--- src/rtl/sram64_pkg.sv ---
// Shared types and constants for the 64x64 single-port view of the 128x32 dual-port SRAM macro.
package sram64_pkg;

  localparam int ADDR_W = 6;
  localparam int DATA_W = 64;
  localparam int BE_W   = 8;
  localparam int HALF_W = 32;

  localparam logic [3:0] RM_DEFAULT = 4'b0010;

  typedef struct packed {
    logic              we;
    logic [ADDR_W-1:0] addr;
    logic [DATA_W-1:0] wdata;
    logic [BE_W-1:0]   be;
  } sram64_req_t;

  // Expand four byte enables into a 32-bit per-bit write mask for one macro port.
  function automatic logic [HALF_W-1:0] be_to_mask(input logic [BE_W/2-1:0] be);
    logic [HALF_W-1:0] mask;
    for (int i = 0; i < HALF_W; i++) begin
      mask[i] = be[i/8];
    end
    return mask;
  endfunction

endpackage

--- src/rtl/sram64_rsp_fifo.sv ---
// Small response FIFO with wrap-around pointers and an occupancy count.
module sram64_rsp_fifo #(
  parameter int DEPTH = 2,
  parameter int WIDTH = 64
) (
  input  logic                         clk,
  input  logic                         rst,
  input  logic                         push,
  input  logic                         pop,
  input  logic [WIDTH-1:0]             din,
  output logic [WIDTH-1:0]             dout,
  output logic                         full,
  output logic                         empty,
  output logic [$clog2(DEPTH+1)-1:0]   count
);

  localparam int PTR_W = (DEPTH > 1) ? $clog2(DEPTH) : 1;
  localparam int CNT_W = $clog2(DEPTH + 1);

  logic [WIDTH-1:0] mem [DEPTH];
  logic [PTR_W-1:0] wr_ptr;
  logic [PTR_W-1:0] rd_ptr;
  logic             do_push;
  logic             do_pop;

  function automatic logic [PTR_W-1:0] ptr_inc(input logic [PTR_W-1:0] p);
    return (p == PTR_W'(DEPTH - 1)) ? '0 : p + PTR_W'(1);
  endfunction

  assign full    = (count == CNT_W'(DEPTH));
  assign empty   = (count == '0);
  assign do_push = push && !full;
  assign do_pop  = pop && !empty;
  assign dout    = mem[rd_ptr];

  // Storage array; data is not reset, only the control state below is.
  always_ff @(posedge clk) begin
    if (do_push) begin
      mem[wr_ptr] <= din;
    end
  end

  // Pointers and occupancy; simultaneous push and pop leaves the count unchanged.
  always_ff @(posedge clk) begin
    if (rst) begin
      wr_ptr <= '0;
      rd_ptr <= '0;
      count  <= '0;
    end else begin
      if (do_push) wr_ptr <= ptr_inc(wr_ptr);
      if (do_pop)  rd_ptr <= ptr_inc(rd_ptr);
      case ({do_push, do_pop})
        2'b10:   count <= count + CNT_W'(1);
        2'b01:   count <= count - CNT_W'(1);
        default: count <= count;
      endcase
    end
  end

endmodule

--- src/rtl/sram64_req_adapter.sv ---
// Presents the 128x32 dual-port macro as a 64x64 single-port memory with valid/ready
// handshakes. Low word lives on port A rows 0-63, high word on port B rows 64-127.
module sram64_req_adapter
  import sram64_pkg::*;
#(
  parameter int         RSP_DEPTH = 2,
  parameter logic [3:0] RM_VAL    = RM_DEFAULT
) (
  input  logic              clk_i,
  input  logic              rst_i,
  input  logic              req_valid_i,
  output logic              req_ready_o,
  input  logic              req_we_i,
  input  logic [ADDR_W-1:0] req_addr_i,
  input  logic [DATA_W-1:0] req_wdata_i,
  input  logic [BE_W-1:0]   req_be_i,
  output logic              rsp_valid_o,
  input  logic              rsp_ready_i,
  output logic [DATA_W-1:0] rsp_rdata_o,
  output logic              mea_o,
  output logic              meb_o,
  output logic              wea_o,
  output logic              web_o,
  output logic [6:0]        adra_o,
  output logic [6:0]        adrb_o,
  output logic [HALF_W-1:0] da_o,
  output logic [HALF_W-1:0] db_o,
  output logic [HALF_W-1:0] wema_o,
  output logic [HALF_W-1:0] wemb_o,
  input  logic [HALF_W-1:0] qa_i,
  input  logic [HALF_W-1:0] qb_i,
  output logic              test1_o,
  output logic              rme_o,
  output logic              ls_o,
  output logic [3:0]        rm_o
);

  localparam int CNT_W = $clog2(RSP_DEPTH + 1);

  sram64_req_t       req;
  logic              accept;
  logic              lo_act;
  logic              hi_act;
  logic              rd_inflight;
  logic [CNT_W:0]    occupancy;
  logic [CNT_W-1:0]  fifo_cnt;
  logic              fifo_full;
  logic              fifo_empty;
  logic [DATA_W-1:0] fifo_dout;
  logic [DATA_W-1:0] bypass_data;
  logic              push;
  logic              pop;

  assign req = '{we: req_we_i, addr: req_addr_i, wdata: req_wdata_i, be: req_be_i};

  assign test1_o = 1'b0;
  assign rme_o   = 1'b0;
  assign ls_o    = 1'b0;
  assign rm_o    = RM_VAL;

  // Credit check: a request (read or write) is only taken while a response slot is free.
  always_comb begin
    occupancy   = {1'b0, fifo_cnt} + {{CNT_W{1'b0}}, rd_inflight};
    req_ready_o = !rst_i && (occupancy < (CNT_W + 1)'(RSP_DEPTH));
  end

  assign accept = req_valid_i && req_ready_o;

  // A read uses both halves; a write only enables the halves with at least one byte set.
  assign lo_act = !req.we || (|req.be[BE_W/2-1:0]);
  assign hi_act = !req.we || (|req.be[BE_W-1:BE_W/2]);

  // Macro pins are driven straight from the request in the accept cycle, idle otherwise.
  always_comb begin
    mea_o  = 1'b0;
    meb_o  = 1'b0;
    wea_o  = 1'b0;
    web_o  = 1'b0;
    adra_o = '0;
    adrb_o = '0;
    da_o   = '0;
    db_o   = '0;
    wema_o = '0;
    wemb_o = '0;
    if (accept && (lo_act || hi_act)) begin
      mea_o  = lo_act;
      meb_o  = hi_act;
      wea_o  = req.we && lo_act;
      web_o  = req.we && hi_act;
      adra_o = {1'b0, req.addr};
      adrb_o = {1'b1, req.addr};
      da_o   = req.wdata[HALF_W-1:0];
      db_o   = req.wdata[DATA_W-1:HALF_W];
      wema_o = be_to_mask(req.be[BE_W/2-1:0]);
      wemb_o = be_to_mask(req.be[BE_W-1:BE_W/2]);
    end
  end

  // Accept stage -> macro read stage: remember that macro data arrives next cycle.
  always_ff @(posedge clk_i) begin
    if (rst_i) begin
      rd_inflight <= 1'b0;
    end else begin
      rd_inflight <= accept && !req.we;
    end
  end

  assign bypass_data = {qb_i, qa_i};

  // Buffered data has priority; fresh macro data bypasses only when nothing is queued.
  always_comb begin
    rsp_valid_o = 1'b0;
    rsp_rdata_o = '0;
    if (!rst_i) begin
      if (!fifo_empty) begin
        rsp_valid_o = 1'b1;
        rsp_rdata_o = fifo_dout;
      end else if (rd_inflight) begin
        rsp_valid_o = 1'b1;
        rsp_rdata_o = bypass_data;
      end
    end
  end

  // Macro data is captured whenever it cannot leave through the bypass this cycle.
  always_comb begin
    push = !rst_i && rd_inflight && (!fifo_empty || !rsp_ready_i);
    pop  = !rst_i && !fifo_empty && rsp_ready_i;
  end

  sram64_rsp_fifo #(
    .DEPTH (RSP_DEPTH),
    .WIDTH (DATA_W)
  ) u_rsp_fifo (
    .clk   (clk_i),
    .rst   (rst_i),
    .push  (push),
    .pop   (pop),
    .din   (bypass_data),
    .dout  (fifo_dout),
    .full  (fifo_full),
    .empty (fifo_empty),
    .count (fifo_cnt)
  );

  a_no_overflow: assert property (@(posedge clk_i) disable iff (rst_i) !(push && fifo_full))
    else $error("response buffer push while full");

endmodule

--- config.mk ---
export PLATFORM = sky130hd
export DESIGN_NAME = sram64_req_adapter
export DESIGN_NICKNAME = d
export VERILOG_FILES = /design/src/rtl/sram64_pkg.sv /design/src/rtl/sram64_rsp_fifo.sv /design/src/rtl/sram64_req_adapter.sv
export SDC_FILE = /design/constraint.sdc
export NUM_CORES = 1
export LEC_CHECK = 0
export BUFFER_PORTS_ARGS = -buffer_cell sky130_fd_sc_hd__buf_2
export CAP_MARGIN = 0
export CORE_AREA = 10 10 132 134
export DETAILED_ROUTE_END_ITERATION = 6
export DIE_AREA = 0 0 142 144
export PLACE_DENSITY = 0.82
export SETUP_SLACK_MARGIN = 0.02
export SYNTH_ARGS = -nofsm -noshare
export SYNTH_HDL_FRONTEND = slang
export SYNTH_HIERARCHICAL = 1
export SYNTH_SLANG_ARGS = --single-unit
--- constraint.sdc ---
create_clock -name clk_i -period 6.4 [get_ports clk_i]
set_input_delay 0.96 -clock clk_i [delete_from_list [all_inputs] [get_ports clk_i]]
set_output_delay 0.96 -clock clk_i [all_outputs]
set_load 0.05 [all_outputs]
==> metrics.md, run 1 <==
| Metric | Value |
|---|---|
| DRC | 0 |
| Maxcap violations | 0 |
| Worst Hold End | u_rsp_fifo/wr_ptr |
| H-Tree Depth | 4 |
| # rows | 45 |
| Clock Root Buffer | clkbuf_16 |
| CP max-delay cell | and2_1 |
| Register bit total from synthesis | 134 |
| Critical path data required time | 5.44 ns |
| Worst path max stage delay | 1.01 ns |
| Clk_skew | 0.00820 ns |
| Setup bufs post-CTS | 0 |
| Syn. warnings | 6 |
| Status | complete, no violations |
| Hold Crit Class | flop to flop |
| Period minus WS final | 4.83 ns |
| Rel. slew slack | 23.5% |
| Worst reg2reg setup slack | 3.54 ns |
| Count of buffers from port buffering | 357 |
| TritonCTS clock tree | built |
| Avg Inst Size Synth | 13.8 um2 |
| First-pass GRT wire length | 32900 um |
| Hold Violations, Final | 0 |
| Dpl hpwl | 18300 um |
| TNS Setup | 0 ns |
| VDD IR-drop max | 165 uV |
| Total track usage | 21.4% |
| Post-cts sizing count | 0 |
| Critical path type | input pin to output port |
| Part of the cycle the worst path needs | 75.5% |
| DRT Pass-1 Iters | 4 |
| Hold-fix buffers, CTS | 0 |
| Final setup viols | 0 |
| Core area | 14900 um2 |
| Fillers | 1243 |
| Largest delay share family, worst path | simple AND/OR/NAND/NOR gates |
| Starting density of the core | 45.4% |
| Congestion Overflow GR | 0 |
| RR Endpoint | u_rsp_fifo/mem[0][41] |
| Area of the multi-input gates | 2050 um2 |
| Io pins | 366 |
| Die Y-Extent | 144 um |
| Clk pin slew, worst setup/hold paths | 0.06 ns |
| RSZ-0062 raised after global routing | false |
| Critical path data arrival time | 3.87 ns |
| Register area | 3970 um2 |
| CP Launch Type | input pin |
| Final Net Count | 918 |
| DIE WIDTH | 142 um |
| Area Growth Syn to Fin | 29.7% |
| Critical path capture point type | output port |
| Vias | 5105 |
| Min-delay src | u_rsp_fifo/wr_ptr |
| Largest net degree at the start of global routing | 72 |
| Commonest non-fill, non-tap cell in the layout | buf_2 |
| PwrDens | 265 nW/um2 |
| Pins Over Slew Limit | 0 |
| Detailed router's first-iteration violation count | 290 |
| DR vias/cell | 5.21 |
| Non-Filler Instances | 979 |
| Clk_lat worst skew | 0.41 ns |
| Routed wire length | 23300 um |
| Slew @ Worst Pin | 1.15 ns |
| GP Congestion | 0.926 |
| Die area | 20400 um2 |
| Worst path bufs/invs | 3 |
| CP cell instances | buf_2 -> a211oi_1 -> and2_1 -> buf_4 -> and3_2 -> buf_2 |
| Share of layout cells above drive strength 1 | 60.3% |
| Number of nets still failing antenna checks after routing | 0 |
| Clock Tree Buf Depth | 2 |
| Vias in the first global route | 5255 |
| Cell count after synthesis | 488 |
| Placed insts | 939 |
| WL/cell | 23.8 um |
| Register area share after synthesis | 58.8% |
| CTS Buf Count | 17 |
| Post-synth cell types | 29 |
| Number of antenna violations at the first check in global routing | 14 |
| Worst-path fanout max | 46 |
| Reg2Reg Depth | 6 |
| Most frequent cells in the layout | buf_2 (357), edfxtp_1 (128), and3_1 (76) |
| Mapped Area | 6740 um2 |
| Primary FF master, synth | edfxtp_1 |
| Clock sink total | 134 |
| FFs w/ async S/R, synth | 0% |
| Post-synth EDFFs | 128 |
| CP most frequent cell | buf_2 |
| Leakage | 4.21 nW |
| Power, Total | 2.32 mW |
| R2r startpoint | u_rsp_fifo/count[0] |
| Worst hold stages | 2 |
| Max frequency | 0.207 GHz |
==> area by class of cell <==
| class | instances | area share [%] |
|---|---|---|
| Antenna cell | 8 | 0.229 |
| Clock buffer | 17 | 4.86 |
| Clock inverter | 15 | 2.22 |
| Inverter | 4 | 0.172 |
| Multi-Input combinational cell | 249 | 23.5 |
| Sequential cell | 134 | 45.3 |
| Tap cell | 188 | 2.69 |
| Timing Repair Buffer | 364 | 21.0 |
==> worst register-to-register path: stages, from the launching register on <==
cell,delay [ns]
dfxtp_1,0.44
nor2_1,0.15
a211oi_1,0.34
inv_1,0.10
or3_1,0.39
inv_2,0.47
buf_4,0.59
==> synth_stat cells (3+ instances only) <==
cell type	instances	area (um2)
a22o_1	64	561
and3_1	77	482
dfxtp_1	6	120
edfxtp_1	128	3840
buf_6	7	78.8
buf_4	70	526
a21oi_1	5	25.0
buf_2	24	120
nor2_1	6	22.5
nor3b_1	3	22.5
and2_1	3	18.8
mux2_2	64	721
buf_1	5	18.8
inv_1	3	11.3
==> metrics by stage <==
stage	instance area (um2)	hold slack, ns	worst slack [ns]	util, %
detailed placement	8110	0.479	1.62	54.5
floorplan	6770	0.452	2.57	-
global route	8740	0.542	1.18	58.8
finish	8750	0.492	1.57	58.8
CTS	8730	0.489	1.61	58.7
global placement	8110	0.472	1.65	54.5
==> power breakdown <==
part | leakage [nW] | switching [mW] | total, mW | internal (mW)
combinational | 2.71 | 0.256 | 0.340 | 0.0840
clock | 0.299 | 0.384 | 1.01 | 0.624
sequential | 1.20 | 0.00159 | 0.968 | 0.966
==> worst max path at each step <==
stage | from | to | slack, ns | cells after the start
5_1_grt | rst_i | adrb_o[4] | 1.18 | 6
3_3_place_gp | rst_i | da_o[31] | 1.65 | 6
2_1_floorplan | rst_i | wea_o | 2.57 | 4
6_report | rst_i | da_o[31] | 1.57 | 6
4_1_cts | rst_i | da_o[31] | 1.61 | 6
3_5_place_dp | rst_i | da_o[31] | 1.62 | 6
==> layer usage <==
metal,part of all wire (%),vias up,global-route usage [%]
met2,54,249,37.5
met4,2.7,0,10.3
met3,9.0,42,8.69
li1,-,2368,-
met5,0,-,0
met1,35,2446,21.7
==> state kept, by name, indices dropped and copies added, names as in the netlist, named ones only <==
name,flops
u_rsp_fifo/rd_ptr,1
u_rsp_fifo/mem,128
rd_inflight,1
u_rsp_fifo/wr_ptr,1
u_rsp_fifo/count,2
==> cell families after synthesis <==
kind of cell / synth area share [%]
DFF: 58.8
buffers and inverters: 11.3
and+or+nand+nor: 9.37
AOI/OAI and AO/OA: 9.17
muxes: 10.7
xor gates and xnor gates: 0.390
other: 0.111
adders and majority gates: 0.186
Note: power is estimated with default switching activity, not from simulation.
==> run 2, diff against run 1 <==
--- a/config.mk
+++ b/config.mk
@@ -7,10 +7,10 @@
 export LEC_CHECK = 0
 export BUFFER_PORTS_ARGS = -buffer_cell sky130_fd_sc_hd__buf_2
 export CAP_MARGIN = 0
-export CORE_AREA = 10 10 132 134
+export CORE_MARGIN = 10
+export CORE_UTILIZATION = 45
 export DETAILED_ROUTE_END_ITERATION = 6
-export DIE_AREA = 0 0 142 144
-export PLACE_DENSITY = 0.82
+export PLACE_DENSITY = 0.81
 export SETUP_SLACK_MARGIN = 0.02
 export SYNTH_ARGS = -nofsm -noshare
 export SYNTH_HDL_FRONTEND = slang
==> constraint.sdc (replaced) <==
create_clock -name clk_i -period 4.6 [get_ports clk_i]
set_input_delay 0.69 -clock clk_i [delete_from_list [all_inputs] [get_ports clk_i]]
set_output_delay 0.69 -clock clk_i [all_outputs]
set_load 0.05 [all_outputs]
==> run 2 against run 1 <==
Routed wire length shrank 0.81%. Global-route usage about the same. Sequential share of layout area shrank 0.071 points. Critical path type is now flop to output port.
==> metrics.md, run 2 (synthesis results as in run 1) <==
| Metric | Value |
|---|---|
| Critical path data required time | 3.91 ns |
| Routed wire length | 23100 um |
| RSZ-0062 raised after global routing | false |
| Rel. slew slack | 41.8% |
| Number of nets still failing antenna checks after routing | 0 |
| Period minus WS final | 3.28 ns |
| Largest register by flop count | u_rsp_fifo/mem |
| Post-cts sizing count | 0 |
| Setup bufs post-CTS | 0 |
| TritonCTS clock tree | built |
| Clock sink total | 134 |
| GP Congestion | 0.954 |
| WHS | 0.491 ns |
| Area Growth Syn to Fin | 29.9% |
| DRC | 0 |
| Clk pin slew, worst setup/hold paths | 0.06 ns |
| Total track usage | 21.5% |
| CP Launch Type | flop |
| Share of layout cells above drive strength 1 | 59.9% |
| PnR worst setup slack | 1.32 ns |
| Critical path capture point type | output port |
| Hold Crit Class | input pin to flop |
| Io pins | 366 |
| Commonest non-fill, non-tap cell in the layout | buf_2 |
| Clk_lat worst skew | 0.40 ns |
| CTS Buf Count | 17 |
| Leakage | 4.21 nW |
| WL/cell | 23.6 um |
| Clock Root Buffer | clkbuf_16 |
| Top Registers | u_rsp_fifo/mem x128, u_rsp_fifo/count x2 |
| VDD IR-drop max | 234 uV |
| Largest net degree at the start of global routing | 72 |
| TNS Setup | 0 ns |
| First-pass GRT wire length | 32800 um |
| Starting density of the core | 46.2% |
| Number of antenna violations at the first check in global routing | 9 |
| PwrDens | 360 nW/um2 |
| Slew @ Worst Pin | 0.872 ns |
| Fillers | 1211 |
| Critical path data arrival time | 2.59 ns |
| Final setup viols | 0 |
| Clk_skew | 0.00715 ns |
| Worst-path fanout max | 33 |
| Pins Over Slew Limit | 0 |
| Hold-fix buffers, CTS | 0 |
| Instance area at placement | 8150 um2 |
| Dpl hpwl | 18000 um |
| Vias | 5052 |
| Critical path type | flop to output port |
| H-Tree Depth | 4 |
| Core area | 14600 um2 |
| DRT Pass-1 Iters | 5 |
| Most frequent cells in the layout | buf_2 (357), edfxtp_1 (128), and3_1 (76) |
| DR vias/cell | 5.16 |
| Part of the cycle the worst path needs | 71.3% |
| DIE WIDTH | 142 um |
| Detailed router's first-iteration violation count | 307 |
| Die Y-Extent | 142 um |
| Final Net Count | 921 |
| Congestion Overflow GR | 0 |
| Clock Tree Buf Depth | 2 |
| Maxcap violations | 0 |
| Pre-CTS WS | 1.40 ns |
| # rows | 44 |
| Vias in the first global route | 5333 |
| Die area | 20300 um2 |
| Max FFs per register | 128 |
| Status | complete, no violations |
| Count of buffers from port buffering | 357 |
| Hold Violations, Final | 0 |
| Max frequency | 0.305 GHz |
| Final instance area | 8760 um2 |
run 2: path summary, 6_finish.rpt:
path,slack [ns],startpoint,to,cells after the start
setup / recovery,1.32,flop,rsp_rdata_o[11],4
hold / removal,0.49,qb_i[30],u_rsp_fifo/mem[1][62],1
setup reg to reg,2.03,u_rsp_fifo/count[0],u_rsp_fifo/mem[1][56],4
hold reg to reg,0.50,u_rsp_fifo/wr_ptr,u_rsp_fifo/wr_ptr,2
run 2: stage by stage:
step | cells | util, % | power, mW
after floorplan | 494 | - | 1.72
after global placement | 938 | 55.9 | 1.85
after detailed placement | 938 | 55.9 | 1.85
after CTS | 970 | 59.9 | 3.18
after global routing | 975 | 60.0 | 3.27
final | 979 | 60.1 | 3.16
run 2: critical path, cell delays in order, from the launching register on:
cell     delay, ns
dfxtp_2       0.88
buf_4         0.46
mux2_2        0.38
a22o_1        0.24
buf_2         0.22
run 2: power breakdown:
| part | total [mW] | internal [mW] | switching, mW |
|---|---|---|---|
| clock network | 1.33 | 0.849 | 0.484 |
| logic | 0.478 | 0.118 | 0.360 |
| registers | 1.35 | 1.34 | 0.00212 |
run 2: cell type report:
| cell class | count | area (um2) | share of cell area [%] |
|---|---|---|---|
| multi-input combinational | 249 | 2050 | 23.4 |
| inverter | 4 | 15.0 | 0.171 |
| timing repair buffer | 367 | 1890 | 21.5 |
| clock buffer | 19 | 433 | 4.94 |
| clock inverter | 13 | 155 | 1.77 |
| sequential | 134 | 3970 | 45.3 |
| antenna | 9 | 22.5 | 0.257 |
| tap | 184 | 230 | 2.63 |
run 2: routing by layer:
layer	track usage, %	wire length [um]
met2	38.2	12700
met1	21.2	7640
met3	10.1	2450
met5	0	12
met4	8.09	365
